==> src/rtl/lcd_receptor_if.sv <==
// HD44780-style character LCD write bus (data, enable, register select, read/write).
// The display writer drives the master side; the receptor listens on the slave side.
interface lcd_receptor_if;
    logic [7:0] lcd_data;
    logic       lcd_en;
    logic       lcd_rs;
    logic       lcd_rw;

    modport master (output lcd_data, output lcd_en, output lcd_rs, output lcd_rw);
    modport slave  (input  lcd_data, input  lcd_en, input  lcd_rs, input  lcd_rw);
endinterface

==> src/rtl/lcd_receptor.sv <==
// lcd_receptor: write-only responder for an HD44780-style 2x16 character LCD bus.
// Decodes each falling edge of lcd_en into a command or a character, keeps a
// 32-entry character buffer, a cursor, an entry mode and a busy timer, and offers
// a registered read port for a checker or mirror display.
// Optional build macro LCD_RECEPTOR_BUSY_CHECK_EN: when defined, writes arriving
// while busy or during the clear sweep are dropped and flagged on err_busy.
// Without it every write is accepted, a write aborts a running clear sweep and
// err_busy stays 0.
module lcd_receptor #(
    parameter int unsigned BUSY_CYC  = 2000,
    parameter int unsigned CLEAR_CYC = 80000   // must be >= 32 so the sweep finishes first
) (
    input  logic          clk,
    input  logic          rst_n,
    lcd_receptor_if.slave lcd,
    input  logic [4:0]    rd_addr,
    output logic [7:0]    rd_char,
    output logic [4:0]    cursor,
    output logic          busy,
    output logic          cmd_valid,
    output logic [7:0]    cmd_code,
    output logic          err_busy,
    input  logic          err_clr
);

    localparam int unsigned MAX_CYC = (CLEAR_CYC > BUSY_CYC) ? CLEAR_CYC : BUSY_CYC;
    localparam int unsigned CNT_W   = $clog2(MAX_CYC + 1);

    typedef enum logic {
        ST_IDLE  = 1'b0,
        ST_CLEAR = 1'b1
    } state_t;

    // Registered copies of the bus
    logic       en_q;
    logic [7:0] data_q;
    logic       rs_q;
    logic       rw_q;

    // Core state
    state_t           state_q,    state_d;
    logic [4:0]       clr_idx_q,  clr_idx_d;
    logic [4:0]       cursor_q,   cursor_d;
    logic             inc_q,      inc_d;
    logic [CNT_W-1:0] cnt_q,      cnt_d;
    logic             busy_q;
    logic             cmd_valid_q, cmd_valid_d;
    logic [7:0]       cmd_code_q,  cmd_code_d;
    logic             err_q,       err_d;
    logic [7:0]       buf_q [32];
    logic [7:0]       rd_char_q;

    // Buffer write port (single port shared by bus writes and the clear sweep)
    logic       wr_en_s;
    logic [4:0] wr_idx_s;
    logic [7:0] wr_data_s;

    logic strobe_s;
    logic wr_strobe_s;
    logic blocked_s;
    logic accept_s;

    // Strobe on the falling edge of enable; reads (rw=1) are ignored entirely
    always_comb begin
        strobe_s    = en_q & ~lcd.lcd_en;
        wr_strobe_s = strobe_s & ~rw_q;
`ifdef LCD_RECEPTOR_BUSY_CHECK_EN
        blocked_s   = wr_strobe_s & (busy_q | (state_q == ST_CLEAR));
`else
        blocked_s   = 1'b0;
`endif
        accept_s    = wr_strobe_s & ~blocked_s;
    end

    // Bus input register stage
    always_ff @(posedge clk or negedge rst_n) begin
        if (!rst_n) begin
            en_q   <= 1'b0;
            data_q <= 8'h00;
            rs_q   <= 1'b0;
            rw_q   <= 1'b0;
        end else begin
            en_q   <= lcd.lcd_en;
            data_q <= lcd.lcd_data;
            rs_q   <= lcd.lcd_rs;
            rw_q   <= lcd.lcd_rw;
        end
    end

    // Next-state logic: command decode, cursor movement, clear sweep, busy timer
    always_comb begin
        state_d     = state_q;
        clr_idx_d   = clr_idx_q;
        cursor_d    = cursor_q;
        inc_d       = inc_q;
        cnt_d       = (cnt_q == {CNT_W{1'b0}}) ? {CNT_W{1'b0}} : (cnt_q - {{(CNT_W-1){1'b0}}, 1'b1});
        cmd_valid_d = 1'b0;
        cmd_code_d  = cmd_code_q;
        wr_en_s     = 1'b0;
        wr_idx_s    = 5'd0;
        wr_data_s   = 8'h20;

        if (accept_s) begin
            // An accepted write always leaves the sweep (aborting it if one was running)
            state_d = ST_IDLE;
            cnt_d   = CNT_W'(BUSY_CYC);
            if (rs_q) begin
                wr_en_s   = 1'b1;
                wr_idx_s  = cursor_q;
                wr_data_s = data_q;
                cursor_d  = inc_q ? (cursor_q + 5'd1) : (cursor_q - 5'd1);
            end else begin
                cmd_valid_d = 1'b1;
                cmd_code_d  = data_q;
                if (data_q == 8'h01) begin
                    state_d   = ST_CLEAR;
                    clr_idx_d = 5'd0;
                    cursor_d  = 5'd0;
                    inc_d     = 1'b1;
                    cnt_d     = CNT_W'(CLEAR_CYC);
                end else if (data_q[7]) begin
                    cursor_d = {data_q[6], data_q[3:0]};
                end else if (data_q[7:1] == 7'h01) begin
                    cursor_d = 5'd0;
                end else if (data_q[7:2] == 6'h01) begin
                    inc_d = data_q[1];
                end else begin
                    cursor_d = cursor_q;   // reported only
                end
            end
        end else if (state_q == ST_CLEAR) begin
            wr_en_s   = 1'b1;
            wr_idx_s  = clr_idx_q;
            wr_data_s = 8'h20;
            clr_idx_d = clr_idx_q + 5'd1;
            state_d   = (clr_idx_q == 5'd31) ? ST_IDLE : ST_CLEAR;
        end else begin
            state_d = state_q;
        end

        if (blocked_s) begin
            err_d = 1'b1;
        end else if (err_clr) begin
            err_d = 1'b0;
        end else begin
            err_d = err_q;
        end
    end

    // Control state registers
    always_ff @(posedge clk or negedge rst_n) begin
        if (!rst_n) begin
            state_q     <= ST_IDLE;
            clr_idx_q   <= 5'd0;
            cursor_q    <= 5'd0;
            inc_q       <= 1'b1;
            cnt_q       <= {CNT_W{1'b0}};
            busy_q      <= 1'b0;
            cmd_valid_q <= 1'b0;
            cmd_code_q  <= 8'h00;
            err_q       <= 1'b0;
        end else begin
            state_q     <= state_d;
            clr_idx_q   <= clr_idx_d;
            cursor_q    <= cursor_d;
            inc_q       <= inc_d;
            cnt_q       <= cnt_d;
            busy_q      <= (cnt_d != {CNT_W{1'b0}});
            cmd_valid_q <= cmd_valid_d;
            cmd_code_q  <= cmd_code_d;
            err_q       <= err_d;
        end
    end

    // Character buffer; reset restores every cell to a space at once
    always_ff @(posedge clk or negedge rst_n) begin
        if (!rst_n) begin
            for (int i = 0; i < 32; i++) begin
                buf_q[i] <= 8'h20;
            end
        end else if (wr_en_s) begin
            buf_q[wr_idx_s] <= wr_data_s;
        end
    end

    // Registered read port (read-during-write returns the old value)
    always_ff @(posedge clk or negedge rst_n) begin
        if (!rst_n) begin
            rd_char_q <= 8'h20;
        end else begin
            rd_char_q <= buf_q[rd_addr];
        end
    end

    assign rd_char   = rd_char_q;
    assign cursor    = cursor_q;
    assign busy      = busy_q;
    assign cmd_valid = cmd_valid_q;
    assign cmd_code  = cmd_code_q;
    assign err_busy  = err_q;

endmodule
==> src/flat_wrapper.sv <==
// flat-port wrapper written by rule: the top's interface ports become plain ports
module lcd_receptor_flat 
#(
    parameter int unsigned BUSY_CYC  = 2000,
    parameter int unsigned CLEAR_CYC = 80000                                               
)
  (clk, rst_n, rd_addr, rd_char, cursor, busy, cmd_valid, cmd_code, err_busy, err_clr, lcd_lcd_data, lcd_lcd_en, lcd_lcd_rs, lcd_lcd_rw);
  lcd_receptor_if lcd_i ();
  input  logic clk;
  input  logic rst_n;
  input  logic [4:0] rd_addr;
  output logic [7:0] rd_char;
  output logic [4:0] cursor;
  output logic busy;
  output logic cmd_valid;
  output logic [7:0] cmd_code;
  output logic err_busy;
  input  logic err_clr;
  input wire logic [$bits(lcd_i.lcd_data)-1:0] lcd_lcd_data;
  input wire logic [$bits(lcd_i.lcd_en)-1:0] lcd_lcd_en;
  input wire logic [$bits(lcd_i.lcd_rs)-1:0] lcd_lcd_rs;
  input wire logic [$bits(lcd_i.lcd_rw)-1:0] lcd_lcd_rw;
  assign lcd_i.lcd_data = lcd_lcd_data;
  assign lcd_i.lcd_en = lcd_lcd_en;
  assign lcd_i.lcd_rs = lcd_lcd_rs;
  assign lcd_i.lcd_rw = lcd_lcd_rw;
  lcd_receptor #(.BUSY_CYC(BUSY_CYC), .CLEAR_CYC(CLEAR_CYC)) u_core (.clk(clk), .rst_n(rst_n), .lcd(lcd_i), .rd_addr(rd_addr), .rd_char(rd_char), .cursor(cursor), .busy(busy), .cmd_valid(cmd_valid), .cmd_code(cmd_code), .err_busy(err_busy), .err_clr(err_clr));
endmodule
==> config.mk <==
export PLATFORM = sky130hd
export DESIGN_NAME = lcd_receptor_flat
export DESIGN_NICKNAME = d
export VERILOG_FILES = /design/src/rtl/lcd_receptor_if.sv /design/src/rtl/lcd_receptor.sv /design/src/flat_wrapper.sv
export SDC_FILE = /design/constraint.sdc
export NUM_CORES = 1
export LEC_CHECK = 0
export BUFFER_PORTS_ARGS = -buffer_cell sky130_fd_sc_hd__buf_2
export CAP_MARGIN = 10
export CORE_UTILIZATION = 40
export DETAILED_ROUTE_END_ITERATION = 6
export GPL_TIMING_DRIVEN = 0
export HOLD_SLACK_MARGIN = 0.08
export PLACE_DENSITY = 0.53
export SYNTH_ARGS = -nofsm -noshare
export SYNTH_HDL_FRONTEND = slang
export SYNTH_SLANG_ARGS = --single-unit
==> constraint.sdc <==
create_clock -name clk -period 3.5 [get_ports clk]
set_clock_uncertainty 0.15 [all_clocks]
set_input_delay 0.35 -clock clk [delete_from_list [all_inputs] [get_ports clk]]
set_output_delay 0.35 -clock clk [all_outputs]
set_load 0.01 [all_outputs]
# Word-level counts from Yosys, hierarchy flattened
# Index checks and enable logic that the tools add are counted.
# classes
n_addsub,4
magnitude_cmp,3
n_eq_ne,8
n_mux,38
bitwise_logic,7
n_reduce_logical,10
# op_table
op,count
256-bit bitwise mux,1
17-bit 2-to-1 mux,4
5-bit 2-to-1 mux,12
8-bit binary-select mux with 5-bit select,1
8-bit demux with 5-bit select,1
8-bit 2-to-1 mux,5
17-bit zero test,1
17-bit nonzero test,1
17-bit by 1-bit subtractor with 17-bit output (second input constant),1
1-bit 2-to-1 mux,14
6-bit >= comparator (second input constant),2
5-bit NOT with 6-bit output,2
5-bit by 1-bit adder with 5-bit output (second input constant),2
8-bit by 1-bit == test with 1-bit output (second input constant),1
7-bit by 1-bit == test with 1-bit output (second input constant),1
6-bit by 1-bit == test with 1-bit output (second input constant),1
6-bit by 1-bit less-than comparator with 1-bit output (second input constant),1
2-bit != test (second input constant),3
5-bit == test (second input constant),1
5-bit AND reduction,1
5-bit by 1-bit subtractor with 5-bit output (second input constant),1
2-bit AND reduction,2
2-bit nonzero test,2
4-bit nonzero test,1
other kinds (5),8
# totals
register_bits,314

# Depth between registers and ports, before layout
# Gate-level depths: netlist of run 1.
# logic_depth
depth_word,10
ltp_mapped,9
depth_no_buf,7

# Worst setup path before layout of run 1
# OpenSTA, ideal clock, no wires.
# synth_path
path_type,input port to flip-flop
startpoint,in rd_addr[0]
endpoint,"reg u_core.rd_char_q[0], in the netlist u_core.rd_char[0]"
arrival_ns,2.364
required_time_ns,3.225
slack_ns,0.861
path_stages,5
cell_sequence,buf_2 buf_1 mux4_2 mux4_2 mux2_2
# synth_between
elab_chain_len,4
# synth_lines
element,line_no,text
"start, declared",flat_wrapper.sv:11,input logic [4:0] rd_addr;
5-bit NOT with 6-bit output (implied by the code),lcd_receptor.sv:191,rd_char_q <= buf_q[rd_addr];
8-bit binary-select mux with 5-bit select,lcd_receptor.sv:191,
8-bit 2-to-1 mux (implied by the code) (2 in series),lcd_receptor.sv:191,
"end signal, assigned",lcd_receptor.sv:191,
"end, declared",lcd_receptor.sv:51,logic [7:0] rd_char_q;
# No other way between the ends. The select of a mux whose other input is x is not followed.
# A chain may end at the register's enable or synchronous reset.

# Final worst setup path of run 1
# layout_path
startpoint,in lcd_lcd_en
endpoint,reg u_core.buf_q[166] (netlist name)
# layout_between
elab_chain_len,10
# layout_lines
element,line_no,text
"start, declared",flat_wrapper.sv:20,input wire logic [$bits(lcd_i.lcd_en)-1:0] lcd_lcd_en;
1-bit NOT (*),lcd_receptor.sv:65,strobe_s = en_q & ~lcd.lcd_en;
1-bit AND (*),lcd_receptor.sv:65,
1-bit AND (*),lcd_receptor.sv:66,wr_strobe_s = strobe_s & ~rw_q;
5-bit 2-to-1 mux,lcd_receptor.sv:103,if (accept_s) begin
5-bit NOT with 6-bit output (implied by the code),lcd_receptor.sv:182,buf_q[wr_idx_s] <= wr_data_s;
6-bit >= comparator (implied by the code) or 6-bit by 1-bit less-than comparator with 1-bit output (tied branches),lcd_receptor.sv:182,
1-bit logical AND (implied by the code),lcd_receptor.sv:182,
8-bit 2-to-1 mux (implied by the code),lcd_receptor.sv:182,
8-bit demux with 5-bit select,lcd_receptor.sv:182,
256-bit bitwise mux,lcd_receptor.sv:182,
"end signal, assigned by index",lcd_receptor.sv:182,
"end, declared",lcd_receptor.sv:50,logic [7:0] buf_q [32];
# Mark *: on every way between the ends. The rest lies on a longest branch, timed or not.

==> results of run 1 <==
-- layout by cell type, fill, tap and decap left out, types with 4 or more instances in the layout --
| master | netlist | routed |
|---|---|---|
| nand2_2 | 6 | 6 |
| nor3_2 | 7 | 7 |
| ha_1 | 7 | 7 |
| mux4_2 | 80 | 80 |
| inv_1 | 4 | 4 |
| clkbuf_16 | 0 | 39 |
| or4_1 | 4 | 4 |
| and2_1 | 14 | 14 |
| nand3_1 | 8 | 8 |
| a2111oi_4 | 6 | 6 |
| mux2_2 | 253 | 253 |
| clkbuf_8 | 0 | 8 |
| o21ai_0 | 21 | 21 |
| xnor2_1 | 12 | 12 |
| dfrtp_1 | 280 | 280 |
| bufinv_16 | 0 | 4 |
| nor2_1 | 27 | 27 |
| nor4_1 | 8 | 8 |
| mux2_1 | 10 | 10 |
| xor2_1 | 7 | 7 |
| clkbuf_1 | 38 | 52 |
| buf_1 | 5 | 5 |
| nand2_1 | 40 | 40 |
| nand3b_1 | 5 | 5 |
| buf_2 | 14 | 48 |
| dlygate4sd3_1 | 0 | 12 |
| dfstp_2 | 34 | 34 |
| buf_4 | 6 | 6 |
| a21oi_1 | 20 | 20 |
| nor3_1 | 6 | 6 |
-- metrics by stage --
| step | instance area (sq um) | hold WS [ns] |
|---|---|---|
| 6_report | 16900 | 0.287 |
| 5_1_grt | 16900 | 0.313 |
| 4_1_cts | 16900 | 0.288 |
| 3_5_place_dp | 15500 | 0.310 |
| 3_3_place_gp | 15400 | 0.308 |
| 2_1_floorplan | 14700 | -0.0956 |
-- report_power, final --
group / internal, W / switching (W) / total (W)
combinational: 0.000326 / 0.000464 / 0.000790
clock: 0.00252 / 0.00150 / 0.00402
sequential: 0.00378 / 0.000145 / 0.00393
total: 0.00662 / 0.00211 / 0.00874
-- routing by layer --
metal | vias up | track usage [%]
met3 | 42 | 3.21
met5 | - | 0
met1 | 4612 | 31.2
met2 | 128 | 32.9
met4 | 0 | 4.56
li1 | 3811 | -
-- area by class of cell --
cell class              instances  share of cell area (%)
flip-flops and latches        314                    46.7
multi-input cells             588                    38.3
clock buffers                  61                    6.73
well taps                     461                    3.41
repair buffers                 51                    2.31
plain buffers                  63                    1.63
clock inverters                 7                   0.820
inverters                       4                  0.0887
-- sequential cells by signal (all words and copies together) (netlist names) --
| signal | flops |
|---|---|
| u_core.buf_q | 256 |
| u_core.busy | 1 |
| u_core.clr_idx_q | 5 |
| u_core.cmd_code | 8 |
| u_core.cmd_valid | 1 |
| u_core.cnt_q | 17 |
| u_core.cursor | 5 |
| u_core.data_q | 8 |
| u_core.en_q | 1 |
| u_core.inc_q | 1 |
| u_core.rd_char | 8 |
| u_core.rs_q | 1 |
| u_core.rw_q | 1 |
| u_core.state_q | 1 |
-- what timing repair did --
item                                    CTS  global route
hold buffers                             12             0
endpoints found under the setup margin    0             0
gates resized for setup                   0             0
hold endpoints to repair                109             0
-- worst max-delay path by stage --
stage,startpoint,to,slack [ns],cells past startpoint
2_1_floorplan,rd_addr[0],u_core.rd_char[0],0.86,5
3_3_place_gp,rst_n,u_core.buf_q[179],-4.35,1
3_5_place_dp,rd_addr[1],u_core.rd_char[2],0.13,5
4_1_cts,lcd_lcd_en,u_core.buf_q[28],0.38,10
5_1_grt,lcd_lcd_en,u_core.buf_q[163],0.26,8
6_report,lcd_lcd_en,u_core.buf_q[166],0.36,8
-- worst reg2reg max path, cell delays in order, from the launching register on --
cell	delay, ns
dfrtp_1	0.38
or3b_1	0.17
buf_4	0.17
buf_2	0.30
nand4_4	0.30
a2111oi_4	1.07
mux2_2	0.43
-- cell families (layout without fill, tap and decap cells) --
kind of cell	after synthesis	after routing	synth area share, %
flops	314	314	53.8
compound gates	69	69	4.18
other cells	1	1	0.0255
simple gates	147	147	5.63
xor+xnor	19	19	1.13
mux	344	344	32.5
fa+ha+maj	8	8	0.733
buf+inv	67	186	1.99
==> reports/results.ini, run 1 <==
[pwr]
p_leak_nw = 7.72
vdd_drop_max_uv = 305
p_per_area_nw_per_um2 = 516
power.total_w = 0.00874

[yosys]
yosysMostFrequentCell = dfrtp_1
synth-seq-cells = 314
avgSynthCellArea_sq_um = 15.2
synth_ff_type = dfrtp_1
yosys_warnings = 0
yosysTopAreaCell = dfrtp_1
synth_edf_count = 0
synth_top_area_share_pct = 47.7
async_flop_share_pct = 100
synth.cell_area_sq_um = 14700
yosysSeqAreaShare_pct = 53.8
synth_nets = 996
yosys-top-cells-area = dfrtp_1 48%, mux2_2 19%, mux4_2 12%
syn-instance-count = 969
synthTopCellsByCount = 280 x dfrtp_1, 253 x mux2_2, 80 x mux4_2, 40 x nand2_1, 38 x clkbuf_1
yosysUniqueCellTypes = 60

[drt]
vias = 8593
wl_microns = 38200
avgRoutedWirePerCell_microns = 24.7
vias_per_cell = 5.55
wl_met3_microns = 1370
drc = 0
antenna_left = 0
top_layer = met4
dr_wl_met2_microns = 17900
drt_iter0_drc = 478
drt-met1-wl_microns = 18300
drt_first_pass_iters = 4

[worst_setup_path]
worst-setup-path-type = in -> reg
cpMostUsedCell = buf_2
cp_top_family = buffers and inverters
end_kind = flip-flop
r2r-end = u_core.buf_q[166]
rr_startpoint = u_core.en_q
worst_path_max_delay_cell = a2111oi_4
arrival_ns = 3.37
slowest_delay_ns = 1.07
start_kind = primary input
rr_worst_depth = 6
cp.required_ns = 3.74
r2r_slack_ns = 0.41
cp_cell_sequence = dlygate4sd3_1 > buf_2 > or3b_1 > buf_4 > buf_2 > nand4_4 > a2111oi_4 > mux2_2
path_max_fanout = 10
path_buf_inv = 4

[placed_design]
place_ws_ns = 0.134
place_congestion = 0.804
hpwl_microns = 25200
dp.cells = 1469
io_buffers = 35

[clock_tree]
h-tree-depth = 2
cts_buffers = 37
post_cts_buffers = 0
clockRootBuffer = clkbuf_16
insertion_delay_ns = 0.52
cts_tree = built
cts_buffer_depth = 3
cts.sinks = 314
clk_pin_slew_ns = 0.06

[hold_path]
hp-class = in -> reg
min_from = rd_addr[4]
hold_depth = 2
worstHoldEndpoint = u_core.rd_char[1]

[timing]
tns_ns = 0
fmax_mhz = 319
min_period_ns = 3.14
maxSlewHeadroom_pct = 18.2
drv_slew = 0
finalWorstSetupSlack_ns = 0.365
grt_setup_unrepaired = no
setup_viol = 0
tightest_slew_ns = 1.23
final_hold_viol_count = 0
fin_crit_sh_pct = 89.6

[final_layout]
multiInputGateArea_sq_um = 6490
nNetsFinal = 1086
diodes = 0
filler_cell_count = 3115
areaGrowthSynthToFinish_pct = 15.3
drive_above_1_share_pct = 46.9
regArea_sq_um = 7900
final_cells = 1549
fin_util_pct = 47.2

[outcome]
status = finished, final reports clean

[global_routing]
grt_pass1_wl_microns = 58900
grt_pass1_vias = 8858
antenna_found_initial = 0
groute.usage.overall_pct = 21.1
overflow = 0
grt_max_degree = 117

[die]
die_y_microns = 194
row_count = 69
dieArea_sq_um = 37500
core_sq_um = 35800
fp.dieW_microns = 194
initial_core_util_pct = 41.0
io_pins = 43

[flow_run]
maxCapViolations = 0

(Power assumes the default switching activity.)
==> run 2: changes to the inputs <==
--- a/config.mk
+++ b/config.mk
@@ -7,2 +7,3 @@
 export LEC_CHECK = 0
+export ABC_AREA = 1
 export BUFFER_PORTS_ARGS = -buffer_cell sky130_fd_sc_hd__buf_2
@@ -13,2 +14,3 @@
 export HOLD_SLACK_MARGIN = 0.08
+export MAX_ROUTING_LAYER = met4
 export PLACE_DENSITY = 0.53
--- a/constraint.sdc
+++ b/constraint.sdc
@@ -4,2 +4,2 @@
 set_output_delay 0.35 -clock clk [all_outputs]
-set_load 0.01 [all_outputs]
+set_load 0.05 [all_outputs]
==> reports/results.ini, run 2 <==
[timing]
fin_crit_sh_pct = 95.1  ; +5.6 points
grt_setup_unrepaired = no
maxSlewHeadroom_pct = 24.3  ; +6.1 points
finalWorstSetupSlack_ns = 0.170  ; -0.194 ns
setup_viol = 0  ; unchanged
fmax_mhz = 300  ; -5.8%
final_hold_viol_count = 0  ; unchanged
min_period_ns = 3.33  ; +0.194 ns
whs_ns = 0.116  ; -0.172 ns
tightest_slew_ns = 1.13  ; -0.0956 ns
drv_slew = 0  ; unchanged

[worst_setup_path]
slowest_delay_ns = 0.75  ; -0.32 ns
end_kind = flip-flop
worst-setup-path-type = in -> reg
cp.required_ns = 3.79  ; +0.05 ns
path_buf_inv = 7  ; +3
arrival_ns = 3.62  ; +0.25 ns
cpMostUsedCell = inv_1
path_max_fanout = 10  ; unchanged
start_kind = primary input
cp_top_family = buffers and inverters
worst_path_max_delay_cell = nor2_1
cp_cell_sequence = dlygate4sd3_1 > buf_2 > inv_1 > nand3_4 > inv_2 > nand2_4 > buf_6 > nor2_1 > inv_1 > clkbuf_1 > o21ai_0

[die]
row_count = 69  ; unchanged
die_y_microns = 192  ; -0.74%
fp.dieW_microns = 192  ; -0.74%
core_sq_um = 35600  ; -0.72%
initial_core_util_pct = 40.7  ; -0.32 points
dieArea_sq_um = 36900  ; -1.5%
io_pins = 43  ; unchanged

[yosys]
yosys-top-cells-area = dfrtp_1 48%, o21ai_0 13%, nand2_1 9.5%
synth_edf_count = 0  ; unchanged
yosys_warnings = 0  ; unchanged
yosysTopAreaCell = dfrtp_1
synth_top_area_share_pct = 48.4  ; +0.72 points
syn-instance-count = 1729  ; +78%
synth.cell_area_sq_um = 14500  ; -1.5%
async_flop_share_pct = 100  ; unchanged
synth_ff_type = dfrtp_1
yosysUniqueCellTypes = 38  ; -37%
synthTopCellsByCount = 376 x o21ai_0, 365 x nand2_1, 280 x dfrtp_1, 200 x nor2_1, 103 x inv_1
synth-seq-cells = 314  ; unchanged
yosysSeqAreaShare_pct = 54.6  ; +0.81 points
avgSynthCellArea_sq_um = 8.37  ; -45%
synth_nets = 1756  ; +76%
yosysMostFrequentCell = o21ai_0

[final_layout]
filler_cell_count = 3565  ; +14%
final_common_cell = o21ai_0
mostFrequentLayoutCells = 376 x o21ai_0, 365 x nand2_1, 280 x dfrtp_1
max_flop_register = u_core.buf_q
nNetsFinal = 1850  ; +70%
fin_util_pct = 47.0  ; -0.28 points
largest_reg_flops = 256  ; unchanged
top_regs = u_core.buf_q: 256 flops, u_core.cnt_q: 17 flops
areaGrowthSynthToFinish_pct = 15.5
drive_above_1_share_pct = 9.73  ; -37 points

[clock_tree]
cts_buffers = 37  ; unchanged
h-tree-depth = 2  ; unchanged
cts_buffer_depth = 3  ; unchanged
clockRootBuffer = clkbuf_16
insertion_delay_ns = 0.54  ; +0.02 ns
post_cts_buffers = 0  ; unchanged
cts.sinks = 314  ; unchanged
cts_tree = built
clk_pin_slew_ns = 0.06  ; about the same

[drt]
drc = 0  ; unchanged
antenna_left = 0  ; unchanged
avgRoutedWirePerCell_microns = 21.3  ; -14%
vias_per_cell = 5.54  ; about the same
drt_first_pass_iters = 6  ; +2
vias = 12808  ; +49%
drt_iter0_drc = 1344  ; +180%
wl_microns = 49300  ; +29%

[global_routing]
overflow = 0  ; unchanged
grt_pass1_wl_microns = 75500  ; +28%
grt_max_degree = 115  ; -1.7%
antenna_found_initial = 0  ; unchanged
groute.usage.overall_pct = 28.4  ; +7.3 points
grt_pass1_vias = 12372  ; +40%

[outcome]
status = finished, final reports clean

[hold_path]
hp-class = in -> async

[pwr]
p_per_area_nw_per_um2 = 542  ; +5.1%
power.total_w = 0.00906  ; +3.7%
vdd_drop_max_uv = 437  ; +43%
p_leak_nw = 7.56  ; -2.2%

[placed_design]
io_buffers = 39  ; +11%
place_congestion = 0.980  ; +22%
place_ws_ns = 0.149  ; +0.0152 ns
hpwl_microns = 34700  ; +38%

[flow_run]
maxCapViolations = 0  ; unchanged

## run 2: changes by cell type after synthesis, moves of 13 or more
cell      previous run  this run
a21oi_1             20        95
and2_1              14         1
clkbuf_1            38        87
inv_1                4       103
mux2_2             253         0
mux4_2              80         0
nand2_1             40       365
nand3_1              8        53
nor2_1              27       200
o211ai_1             1        22
o21ai_0             21       376
o221ai_1             0        24
## run 2: final timing paths
| check | startpoint | to | slack, ns | cells past startpoint |
|---|---|---|---|---|
| hold / removal | rst_n | u_core.data_q[3] | 0.12 | 2 |
| max in group asynchronous | rst_n | u_core.buf_q[61] | 1.48 | 5 |
| min in group clk | lcd_lcd_data[7] | u_core.data_q[7] | 0.29 | 2 |
| hold reg to reg | u_core.buf_q[233] | u_core.buf_q[233] | 0.33 | 2 |
| setup / recovery | lcd_lcd_en | u_core.buf_q[30] | 0.17 | 11 |
| setup reg to reg | u_core.rw_q | u_core.buf_q[30] | 0.27 | 9 |
## run 2: stage by stage
stage               std cells  setup TNS (ns)  area [sq um]
CTS                      2310               0         16700
detailed placement       2232               0         15300
finish                   2311               0         16700
floorplan                1729               0         14500
global route             2310               0         16700
global placement         2229        -1269.23         15200
## run 2: report_power, final
group	leakage, nW	switching [W]	internal (W)	total (W)
registers	4.03	0.000119	0.00383	0.00395
clock network	0.615	0.00156	0.00242	0.00398
logic	2.91	0.000819	0.000315	0.00113
total	7.56	0.00249	0.00657	0.00906
## run 2: cell families (layout without fill, tap and decap cells)
family                     Yosys count  count (layout)  share of synthesized area (%)
and+or+nand+nor                    647             647                           18.2
AOI/OAI and AO/OA                  542             542                           20.4
DFF                                314             314                           54.6
buffers and inverters              211             331                           5.69
adders and majority gates            8               8                          0.744
xor gates and xnor gates             6               6                          0.363
other                                1               2                         0.0259
## run 2: layout make-up
class                   instances  area [sq um]  share of cell area, %
diodes                          1          2.50                 0.0150
repair buffers                 55           418                   2.50
plain buffers                 103           418                   2.50
well taps                     461           577                   3.45
inverters                     108           405                   2.43
multi-input cells            1204          5740                   34.4
clock inverters                14           175                   1.05
flip-flops and latches        314          7900                   47.3
clock buffers                  51          1070                   6.40
## run 2: layer usage
metal  track usage [%]  up-vias  routed length (microns)
met2              41.7      474                    21700
met3              4.68       92                     3620
li1                  -     5949                        -
met5                 -        -                        0
met1              40.1     6293                    22600
met4              8.84        0                     1340
## run 2: what timing repair did
item | CTS | global route
gates resized for setup | 0 | 1
setup endpoints to repair | 0 | 2
endpoints found under the hold margin | 139 | 0
hold buffers | 13 | 0
